<file path="src/rtl/urng_share_ctrl.sv">
// urng_share_ctrl: round-robin sharing of one URNG among N_REQ requesters, with reseed sequencing and response timeout
module urng_share_ctrl #(
  parameter int N_REQ   = 4,
  parameter int DW      = 64,
  parameter int TIMEOUT = 8
) (
  input  logic             clk,
  input  logic             rstn,
  input  logic [N_REQ-1:0] req,
  output logic [N_REQ-1:0] gnt,
  output logic [DW-1:0]    rdata,
  output logic [N_REQ-1:0] rvalid,
  input  logic             reseed,
  input  logic             clear_err,
  output logic             busy,
  output logic             err_timeout,
  output logic             urng_en,
  output logic             urng_rstn,
  input  logic [DW-1:0]    urng_data,
  input  logic             urng_valid
);
  localparam int LW = $clog2(N_REQ);
  localparam int CW = $clog2(TIMEOUT);
  typedef enum logic [1:0] {IDLE, ISSUE, WAIT, RESEED} state_t;
  state_t        state;
  logic [LW-1:0] last, pick, idx;
  logic [CW-1:0] cnt;
  logic          reseed_pend, tmo;
  assign tmo = cnt == CW'(TIMEOUT - 1);
  always_comb begin
    pick = last;
    idx = last;
    for (int i = N_REQ; i >= 1; i--) begin
      idx = LW'((int'(last) + i) % N_REQ);
      pick = req[idx] ? idx : pick;
    end
  end
  always_ff @(posedge clk or negedge rstn)
    if (!rstn) begin
      state <= IDLE;
      gnt <= '0;
      rvalid <= '0;
      rdata <= '0;
      urng_en <= 1'b0;
      urng_rstn <= 1'b0;
      busy <= 1'b0;
      err_timeout <= 1'b0;
      reseed_pend <= 1'b0;
      last <= LW'(N_REQ - 1);
      cnt <= '0;
    end else begin
      gnt <= '0;
      rvalid <= '0;
      urng_en <= 1'b0;
      urng_rstn <= 1'b1;
      err_timeout <= (state == WAIT && !urng_valid && tmo) || (err_timeout && !clear_err);
      reseed_pend <= (state == RESEED) ? reseed : reseed_pend | (reseed && state != IDLE);
      case (state)
        IDLE:
          if (reseed || reseed_pend) begin
            state <= RESEED;
            busy <= 1'b1;
            urng_rstn <= 1'b0;
          end else if (|req) begin
            state <= ISSUE;
            busy <= 1'b1;
            last <= pick;
            gnt <= N_REQ'(1) << pick;
            urng_en <= 1'b1;
          end
        ISSUE: begin
          state <= WAIT;
          cnt <= '0;
        end
        WAIT: begin
          cnt <= cnt + 1'b1;
          if (urng_valid) begin
            rdata <= urng_data;
            rvalid <= N_REQ'(1) << last;
            state <= IDLE;
            busy <= 1'b0;
          end else if (tmo) begin
            state <= IDLE;
            busy <= 1'b0;
          end
        end
        default: begin
          state <= IDLE;
          busy <= 1'b0;
        end
      endcase
    end
endmodule

</file>
<file path="config.mk">
export PLATFORM = sky130hd
export DESIGN_NAME = urng_share_ctrl
export DESIGN_NICKNAME = d
export VERILOG_FILES = /design/src/rtl/urng_share_ctrl.sv
export SDC_FILE = /design/constraint.sdc
export NUM_CORES = 1
export LEC_CHECK = 0
export ABC_AREA = 1
export BUFFER_PORTS_ARGS = -buffer_cell sky130_fd_sc_hd__buf_4
export CORE_MARGIN = 3
export CORE_UTILIZATION = 43
export DETAILED_ROUTE_END_ITERATION = 16
export GPL_TIMING_DRIVEN = 0
export PLACE_DENSITY_LB_ADDON = 0.15
export RECOVER_POWER = 100
export REMOVE_ABC_BUFFERS = 1
export SYNTH_ARGS = -nofsm -noshare
export SYNTH_HDL_FRONTEND = slang
export SYNTH_SLANG_ARGS = --single-unit
export TNS_END_PERCENT = 10
</file>
<file path="constraint.sdc">
create_clock -name clk -period 1.8 [get_ports clk]
set_input_delay 0.36 -clock clk [delete_from_list [all_inputs] [get_ports clk]]
set_output_delay 0.36 -clock clk [all_outputs]
set_load 0.01 [all_outputs]
</file>
## Word-level counts from Yosys, hierarchy flattened

Index checks and enable logic that the tools add are counted.

| word-level totals | value |
|---|---|
| register bits after elaboration | 84 |
| input port bits | 73 |
| output and inout bits | 76 |
| word-level logic and storage cells | 81 |

| operators by class | value |
|---|---|
| $add $sub $neg | 5 |
| order comparisons | 4 |
| eq/ne operators | 6 |
| shift operators | 2 |
| multiplexer cells | 34 |
| bitwise gates (word level) | 3 |
| reduce and logical (&&, ||, !) cells | 16 |

Operator list:

| operator | number |
|---|---|
| $mux 4 | 5 |
| $mux 2 | 8 |
| $mux 1 | 14 |
| $lt 2x3->1 const B | 4 |
| $bmux 1 s2 | 4 |
| $shl 1x2->4 const A | 2 |
| $ne 3x3->1 const B | 2 |
| $pmux 2 s3 | 1 |
| $pmux 3 s2 | 1 |
| $reduce_and 3->1 | 2 |
| $add 2x1->2 const B | 2 |
| $add 2x2->2 const B | 2 |
| $eq 2x2->1 const B | 2 |
| $logic_and 1x1->1 | 4 |
| $reduce_and 2->1 | 2 |
| $reduce_bool 2->1 | 2 |
| $reduce_or 4->1 | 1 |
| $add 3x1->3 const B | 1 |
| $eq 3x3->1 const B | 1 |
| $pmux 1 s3 | 1 |
| $eq 2x1->1 const B | 1 |
| $logic_not 1->1 | 2 |
| $logic_not 2->1 | 1 |
| $logic_or 1x1->1 | 2 |
| 2 further kinds | 3 |

## Longest topological paths before layout

Gate-level depths: netlist of the first run.

| logic depth | value |
|---|---|
| depth after elaboration | 11 |
| gate-level depth with buffers | 11 |
| depth with buffers taken out | 11 |

## Worst setup path before layout of the first run

No wires, ideal clock.

| timing | value |
|---|---|
| kind | register -> register |
| start point | reg last[0] |
| end point | reg gnt[3] |
| setup time | 71 ps |
| arrival time | 1566 ps |
| required time | 1729 ps |
| path slack | 163 ps |
| cell stages (with the launch flop) | 10 |
| path buffers | 0 |
| clock period less this slack | 1637 ps |
| cell sequence | dfstp_2 -> inv_2 -> ha_1 -> inv_1 -> nand2_1 -> nand2_1 -> nand3_2 -> a21boi_4 -> nand2_1 -> nor2_1 |

| between the ends | value |
|---|---|
| longest elaborated chain between the ends | 11 |
| elaborated cells on any way between the ends | 20 |
| classes of those cells | 4 x add/sub; 1 x shift; 15 x mux |

Ends and longest elaborated chain:

| element | line | text |
|---|---|---|
| start: declaration | 26 | `logic [LW-1:0] last, pick, idx;` |
| start signal: assignment | 49 | `last <= LW'(N_REQ - 1);` |
| start signal: assignment | 67 | `last <= pick;` |
| $add 2x1->2 | 34 | `idx = LW'((int'(last) + i) % N_REQ);` |
| $bmux 1 s2 | 35 | `pick = req[idx] ? idx : pick;` |
| $mux 1 (not written as such) | 35 |  |
| $mux 2 (3 in series) | 35 |  |
| $mux 2 (*) | 35 |  |
| $shl 1x2->4 (*) | 68 | `gnt <= N_REQ'(1) << pick;` |
| $mux 4 (*) | 64 | `end else if (\|req) begin` |
| $mux 4 (*) | 60 | `if (reseed \|\| reseed_pend) begin` |
| $mux 4 (*) | 58 | `case (state)` |
| end signal: assignment | 68 |  |
| end: declaration | 10 | `output logic [N_REQ-1:0] gnt,` |

Every way passes the cells marked *; elsewhere a longest branch is shown, timed or not. The select of a mux whose other input is x is not followed.
A chain may end at the register's enable or synchronous reset.

## Worst setup path after layout of the first run

| timing | value |
|---|---|
| start point | reg state[0] |
| end point | reg rdata[16] |

| between the ends | value |
|---|---|
| longest elaborated chain between the ends | 2 |

Ends and longest elaborated chain:

| element | line | text |
|---|---|---|
| start: declaration | 25 | `state_t state;` |
| start signal: assignment | 40 | `state <= IDLE;` |
| start signal: assignment | 61 | `state <= RESEED;` |
| start signal: assignment | 65 | `state <= ISSUE;` |
| $eq 2x2->1 | 58 |  |
| $reduce_and 2->1 (no line) | -- |  |
| end signal: assignment | 78 | `rdata <= urng_data;` |
| end: declaration | 11 | `output logic [DW-1:0] rdata,` |

No other way between the ends.

==> impl_metrics.toml, run 1 <==
[power]
leakage_nw = 2.24
finalPower_mw = 8.00
cellPowerDensity_nw_per_um2 = 1720
max-vdd-ir-drop_mv = 0.828

[worst_setup_path]
cpPeakStageDelay_ns = 0.39
critPathArrivalTime_ns = 1.94
crit_path_top_delay_cell = "dfrtp_1"
critPathKind = "register to register"
critical-path-top-delay-family = "flip-flops"
path_buf_inv = 2
cp_max_fo = 50
cp-end-kind = "register"
cp_cell_sequence = "inv_1 > ha_2 > nand2_8 > buf_16 > mux2_2"
cp.required_ns = 2.03
cp-start-kind = "register"

[yosys]
synth_seq_cells = 84
synth_area_leaders = "dfrtp_1, mux2_2, mux2_4"
synth_area_leader_cell = "dfrtp_1"
synth_top_area_share = 0.590
synth_area_um2 = 3480
seq_area_frac_synth = 0.605
synth_cells = 258
synth_warnings = 0
yosysUniqueCellTypes = 21
avgSynthCellArea_um2 = 13.5

[global_routing]
track_usage = 0.161
gr-total-overflow = 0
antenna_found_initial = 0
grt_pass1_wl_um = 11200
grt_pass1_vias = 2315
grt_max_degree = 85

[sta]
finalHoldViolCount = 0
fin_crit_ns = 1.70
relSlewSlack = 0.246
setup_viol = 0
fin_setup_tns_ns = 0
tightest_slew_ns = 1.13
worst_clock_skew_ns = 0.00963
timing.hold.ws_ns = 0.192
setup_slack_ns = 0.0951
clock.fmax_ghz = 0.587
post-route-period-util = 0.947
slew_violations = 0

[die]
initial_core_util = 0.446
io_pins = 149
die_h_um = 95.9
coreArea_um2 = 7810
die-area_um2 = 9200
die_w_um = 95.9
placementRows = 32

[placement]
gp_congestion = 0.823
port-buffer-count = 148
place_inst = 502
dpl.hpwl_um = 5370
pre_cts_slack_ns = -0.0504

[final_layout]
layout-drive-gt1-share = 0.385
fin_cells = 520
antenna_cells = 0
syn_to_final_growth_pct = 33.9
layout.nets = 497
fillers = 684

[clocking]
cts_root_buf = "clkbuf_8"
h-tree-depth = 3
clock_latency_ns = 0.35
ctsHoldBuffers = 0
clock-sinks = 84
cts_inserted_buffers = 9
cts_tree = "done"
cts_buffer_depth = 2
clk_pin_slew_ns = 0.08

[job]
maxCapViolations = 0

[route]
vias = 2395
drc = 0
vias_per_cell = 4.61
drt_iter0_markers = 87
drt_pre_antenna_iters = 4
wl_per_cell_um = 14.3
ant_nets = 0
drt_wl_total_um = 7460

[status]
status = "finished, final reports clean"

[min_path]
hp-class = "input port to register"
-- per-stage QoR --
| step | instance area [um^2] | utilization |
|---|---|---|
| after floorplan | 3430 | - |
| after global routing | 4660 | 0.596 |
| final | 4660 | 0.596 |
| after global placement | 4670 | 0.598 |
| after detailed placement | 4700 | 0.603 |
| after CTS | 4950 | 0.633 |
-- cell families after synthesis --
| group | share of synthesized area |
|---|---|
| simple gates | 0.0662 |
| flops | 0.605 |
| fa+ha+maj | 0.0360 |
| buf+inv | 0.0428 |
| mux | 0.224 |
| compound gates | 0.0255 |
-- flip-flops by register name, indices dropped and copies added (netlist names) --
signal       flops
rdata           64
gnt              4
rvalid           4
cnt              3
last             2
state            2
busy             1
err_timeout      1
reseed_pend      1
urng_en          1
urng_rstn        1
-- cells in the final DEF (no fill, tap or decap), types with 2 or more instances in the layout --
master      n
mux2_1      9
dfrtp_1    82
mux2_2     48
nor2_1     10
nand2_2     2
bufinv_16   2
nand3_1     7
nand2_1    24
o21ai_0    10
buf_4      74
nand3_2     3
inv_1      24
ha_1        8
clkbuf_1   76
clkbuf_8   10
mux2_4      7
inv_2       3
a21oi_1     3
dfstp_2     2
-- routing by layer --
metal  track usage  vias to the layer above  share of wire
met5             0                        -              0
met2         0.262                       86           0.48
li1              -                     1165              -
met4        0.0569                        0          0.013
met3        0.0555                       11          0.088
met1         0.199                     1133           0.42
-- synthesized netlist by cell type --
master / instances
nor3_1: 1
or2_1: 1
nand2_2: 2
mux2_2: 48
dfstp_2: 2
nand3_1: 7
ha_1: 10
nand4_1: 1
a21boi_4: 1
o21ai_0: 10
a21oi_1: 3
inv_1: 23
dfrtp_1: 82
o21ai_1: 1
mux2_4: 16
nand2_1: 25
nand3_2: 3
buf_6: 2
buf_2: 5
nor2_1: 11
inv_2: 4
-- worst paths after layout --
kind / start / endpoint / slack (ns) / depth (start not counted)
max: state[0] / rdata[16] / 0.1 / 5
min: clear_err / err_timeout / 0.19 / 2
max reg2reg: state[0] / rdata[16] / 0.1 / 5
min reg2reg: cnt[0] / cnt[0] / 0.49 / 1
max in group asynchronous: rstn / urng_rstn / 0.83 / 1
min in group asynchronous: rstn / rdata[38] / 0.24 / 1
-- power breakdown --
group | internal [mW] | switching [mW] | leakage [nW] | total (mW)
sequential | 2.77 | 0.410 | 1.01 | 3.18
combinational | 1.56 | 1.78 | 1.12 | 3.33
clock | 0.819 | 0.666 | 0.109 | 1.49
-- cell type report --
cell class	instances	area (um^2)	share of cell area
repair buffers	152	876	0.188
inverters	27	101	0.0218
clock inverters	5	85.1	0.0183
multi-input cells	140	1220	0.263
well taps	102	128	0.0274
flip-flops and latches	84	2100	0.452
clock buffers	10	138	0.0296
-- repair_timing --
action / CTS / global route
buffers inserted: 1 / 2
pin swaps: 0 / 1
endpoints found under the setup margin: 53 / 6
resized for setup: 2 / 2
No activity file was read; power rests on OpenSTA's default activity.
==> run 2: changes to the inputs <==
--- a/config.mk
+++ b/config.mk
@@ -14,6 +14,7 @@
 export PLACE_DENSITY_LB_ADDON = 0.15
 export RECOVER_POWER = 100
 export REMOVE_ABC_BUFFERS = 1
+export SETUP_SLACK_MARGIN = 0.4
 export SYNTH_ARGS = -nofsm -noshare
 export SYNTH_HDL_FRONTEND = slang
 export SYNTH_SLANG_ARGS = --single-unit
==> impl_metrics.toml, run 2 (synthesis gave the netlist of run 1 again) <==
[final_layout]
finish.instance_area_um2 = 4920
syn_to_final_growth_pct = 41.5
final_cell_mix = "dfrtp_1, buf_4, clkbuf_1, mux2_2, inv_1"
fin_util = 0.630
top_regs = "rdata x64, gnt x4, rvalid x4"
regMostFlops = "rdata"
largest_reg_flops = 64
fin_cells = 540
layout.nets = 517
antenna_cells = 0
layout-drive-gt1-share = 0.436
fillers = 680

[sta]
tightest_slew_ns = 1.15
timing.hold.ws_ns = 0.187
fin_setup_tns_ns = 0
fin_crit_ns = 1.64
setup_slack_ns = 0.156
setup_viol = 0
worst_clock_skew_ns = 0.00716
relSlewSlack = 0.232
slew_violations = 0
rsz0062_at_grt = "yes"
post-route-period-util = 0.913
clock.fmax_ghz = 0.608
finalHoldViolCount = 0

[global_routing]
antenna_found_initial = 0
grt_pass1_vias = 2447
grt_pass1_wl_um = 12300
grt_max_degree = 85
gr-total-overflow = 0
track_usage = 0.181

[worst_setup_path]
path_buf_inv = 4
cp-end-kind = "register"
critPathKind = "register to register"
critPathArrivalTime_ns = 1.88
critical-path-top-delay-family = "buffers and inverters"
crit_path_top_delay_cell = "dfrtp_1"
cp-start-kind = "register"
cp_max_fo = 7
crit_top_cell = "buf_12"
cp_cell_sequence = "inv_2 > ha_1 > nand2_8 > buf_12 > buf_12 > buf_16 > mux2_2"
cp.required_ns = 2.03
r2r_slack_ns = 0.16
cpPeakStageDelay_ns = 0.40

[clocking]
cts_tree = "done"
cts_buffer_depth = 2
clk_pin_slew_ns = 0.08
clock_latency_ns = 0.35
cts_inserted_buffers = 9
cts_root_buf = "clkbuf_8"
ctsHoldBuffers = 0
h-tree-depth = 3
clock-sinks = 84

[die]
die-area_um2 = 9200
initial_core_util = 0.446
die_w_um = 95.9
placementRows = 32
io_pins = 149
die_h_um = 95.9
coreArea_um2 = 7810

[placement]
gp_congestion = 0.823
place_area_um2 = 4700
port-buffer-count = 148
dpl.hpwl_um = 5370
pre_cts_slack_ns = -0.0504
place_inst = 502

[route]
vias = 2540
wl_per_cell_um = 15.6
drt_iter0_markers = 63
vias_per_cell = 4.70
drt_pre_antenna_iters = 4
drc = 0
drt_wl_total_um = 8410
ant_nets = 0

[status]
status = "finished, final reports clean"

[min_path]
hp-class = "input port to register"

[power]
leakage_nw = 2.36
cellPowerDensity_nw_per_um2 = 1740
max-vdd-ir-drop_mv = 0.839
finalPower_mw = 8.58

[job]
maxCapViolations = 0
==> run 2: cell types whose count changed in the layout (fill, tap and decap cells not counted), moves of 3 or more <==
cell	change
nand2_2	+9
mux2_1	+5
nand2_1	-10
mux2_4	-4
nand3_1	-3
inv_1	-4
buf_4	+8
clkbuf_1	+3
==> run 2: worst paths after layout <==
kind,cells past startpoint,to,from
max,7,rdata[16],state[0]
min,2,err_timeout,clear_err
max reg2reg,7,rdata[16],state[0]
min reg2reg,1,rdata[42],rdata[42]
max in group asynchronous,1,gnt[0],rstn
min in group asynchronous,1,rdata[38],rstn
==> run 2: layout make-up <==
| class | count | area, um^2 | share of cell area |
|---|---|---|---|
| repair buffers | 171 | 1080 | 0.219 |
| flip-flops and latches | 84 | 2100 | 0.428 |
| inverters | 27 | 106 | 0.0216 |
| clock buffers | 10 | 138 | 0.0280 |
| well taps | 102 | 128 | 0.0259 |
| multi-input cells | 141 | 1280 | 0.261 |
| clock inverters | 5 | 85.1 | 0.0173 |
==> run 2: worst register-to-register path, stage by stage (launching register included) <==
cell	delay, ns
dfrtp_1	0.40
inv_2	0.07
ha_1	0.29
nand2_8	0.10
buf_12	0.14
buf_12	0.12
buf_16	0.13
mux2_2	0.28
==> run 2: report_power, final <==
part	leakage (nW)	switching, mW	internal (mW)
clock	0.109	0.675	0.819
sequential	1.01	0.412	2.77
combinational	1.24	2.04	1.87
==> run 2: what timing repair did <==
item / 4_1_cts / 5_1_grt
setup endpoints to repair: 73 / 71
buffers inserted: 11 / 8
gates resized for setup: 11 / 25
pin swaps: 7 / 18
cloned: 4 / 0
==> run 2: layer usage <==
| layer | vias up | track usage | routed length, um |
|---|---|---|---|
| met5 | - | 0 | 0 |
| met4 | 0 | 0.0581 | 100 |
| met3 | 11 | 0.0586 | 688 |
| met2 | 100 | 0.304 | 4150 |
| met1 | 1223 | 0.220 | 3470 |
| li1 | 1206 | - | - |
==> run 3: changes to the inputs <==
==> constraint.sdc (replaced) <==
create_clock -name clk -period 1.8 [get_ports clk]
set_input_delay 0.27 -clock clk [delete_from_list [all_inputs] [get_ports clk]]
set_output_delay 0.27 -clock clk [all_outputs]
set_load 0.01 [all_outputs]
==> impl_metrics.toml, run 3 (synthesis gave the netlist of run 1 again) <==
[job]
maxCapViolations = 0

[power]
finalPower_mw = 8.58
clkPwrFrac = 0.174
combPwrFrac = 0.455
p_int_mw = 5.45
p_switching_mw = 3.12
max-vdd-ir-drop_mv = 0.839
seqPwrFrac = 0.371
switching_share = 0.364
leakage_nw = 2.36
cellPowerDensity_nw_per_um2 = 1740

[global_routing]
antenna_found_initial = 0
grt_use_met2 = 0.304
grt_max_degree = 85
grt_pass1_wl_um = 12300
met1_usage = 0.220
track_usage = 0.181
grt.met3_usage = 0.0586
gr-total-overflow = 0
top_usage_layer = "met2"
grt_pass1_vias = 2447

[final_layout]
layout-drive-gt1-share = 0.436
syn_to_final_growth_pct = 41.5
layout.nets = 517
finish.instance_area_um2 = 4920
fillers = 680
antenna_cells = 0
largest_reg_flops = 64
regMostFlops = "rdata"
final_common_cell = "buf_4"
top_regs = "rdata x64, gnt x4, rvalid x4"
final_cell_mix = "buf_4, dfrtp_1, clkbuf_1, mux2_2, inv_1"

[worst_setup_path]
cp_cell_sequence = "inv_2 > ha_1 > nand2_8 > buf_12 > buf_12 > buf_16 > mux2_2"
crit_top_cell = "buf_12"
cp.required_ns = 2.03
r2r-end = "rdata[16]"
cp_max_fo = 7
crit_path_top_delay_cell = "dfrtp_1"
cp-end-kind = "register"
cpPeakStageDelay_ns = 0.40
critPathCapture = "rdata[16]"
reg2regPathDepth = 7
cp-start-kind = "register"
critPathLaunch = "state[0]"
critPathArrivalTime_ns = 1.88
critPathKind = "register to register"
reg2reg_from = "state[0]"
r2r_slack_ns = 0.16

[sta]
clock.fmax_ghz = 0.608
relSlewSlack = 0.292
finalHoldViolCount = 0
tightest_slew_ns = 1.06
setup_viol = 0
rsz0062_at_grt = "yes"
fin_crit_ns = 1.64
worst_clock_skew_ns = 0.00716
post-route-period-util = 0.913
slew_violations = 0
setup_slack_ns = 0.156
timing.hold.ws_ns = 0.0774

[clocking]
cts_root_buf = "clkbuf_8"
clk_pin_slew_ns = 0.09
h-tree-depth = 3
ctsHoldBuffers = 0
clock-sinks = 84
cts_inserted_buffers = 9
clock_latency_ns = 0.35
cts_tree = "done"
cts_buffer_depth = 2

[route]
drt_wl_total_um = 8410
drt_iter0_markers = 63
drt_pre_antenna_iters = 4
vias = 2540
wl_per_cell_um = 15.6
vias_per_cell = 4.70
ant_nets = 0
drc = 0

[placement]
dpl.hpwl_um = 5370
pre_cts_slack_ns = -0.0504
gp_congestion = 0.823
place_area_um2 = 4700
port-buffer-count = 148

[die]
die_h_um = 95.9
die_w_um = 95.9
die-area_um2 = 9200
placementRows = 32
coreArea_um2 = 7810
initial_core_util = 0.446
io_pins = 149

[status]
status = "finished, final reports clean"

[min_path]
hp-class = "input port to async pin"
[run 3: power by group through the flow]
stage | registers (mW) | logic (mW) | clock network [mW]
2_1_floorplan | 3.61 | 1.87 | 0
3_3_place_gp | 3.23 | 3.96 | 0
3_5_place_dp | 3.27 | 3.97 | 0
4_1_cts | 3.22 | 4.49 | 1.53
5_1_grt | 3.29 | 4.29 | 1.62
6_report | 3.18 | 3.91 | 1.49
[run 3: worst min-delay path by stage]
stage                    from     endpoint  slack, ns  cells past startpoint
floorplan                rstn         busy      -0.03                      0
global placement    clear_err  err_timeout       0.46                      2
detailed placement  clear_err  err_timeout       0.46                      2
CTS                 clear_err  err_timeout       0.09                      2
global route        clear_err  err_timeout        0.1                      2
finish                   rstn    rdata[38]       0.08                      1
[run 3: area by class of cell]
class	instances	area [um^2]	area share
Inverter	27	106	0.0216
Timing Repair Buffer	171	1080	0.219
Tap cell	102	128	0.0259
Multi-Input combinational cell	141	1280	0.261
Clock buffer	10	138	0.0280
Sequential cell	84	2100	0.428
Clock inverter	5	85.1	0.0173
[run 3: per-stage QoR]
stage / utilization / TNS, ns / instances
after floorplan: - / -69.74 / 251
after global placement: 0.598 / -118.98 / 501
after detailed placement: 0.603 / -1.38 / 502
after CTS: 0.662 / 0 / 532
after global routing: 0.630 / 0 / 540
final: 0.630 / 0 / 540
[run 3: critical path: cells and delay by family, from the launching register on]
kind / cells / cell delay, ns
buffers and inverters: 4 / 0.46
DFF: 1 / 0.40
adders and majority gates: 1 / 0.29
muxes: 1 / 0.27
and+or+nand+nor: 1 / 0.10
[run 3: timing repair]
action | 4_1_cts | 5_1_grt
resized for setup | 11 | 25
pin swaps | 7 | 18
gates cloned | 4 | 0
hold endpoints to repair | 0 | 0
setup endpoints to repair | 73 | 71
buffers inserted | 11 | 8
[run 3: layer usage]
layer | part of all wire | vias up
met1 | 0.41 | 1223
met3 | 0.082 | 11
li1 | - | 1206
met4 | 0.012 | 0
met2 | 0.49 | 100
met5 | 0 | -
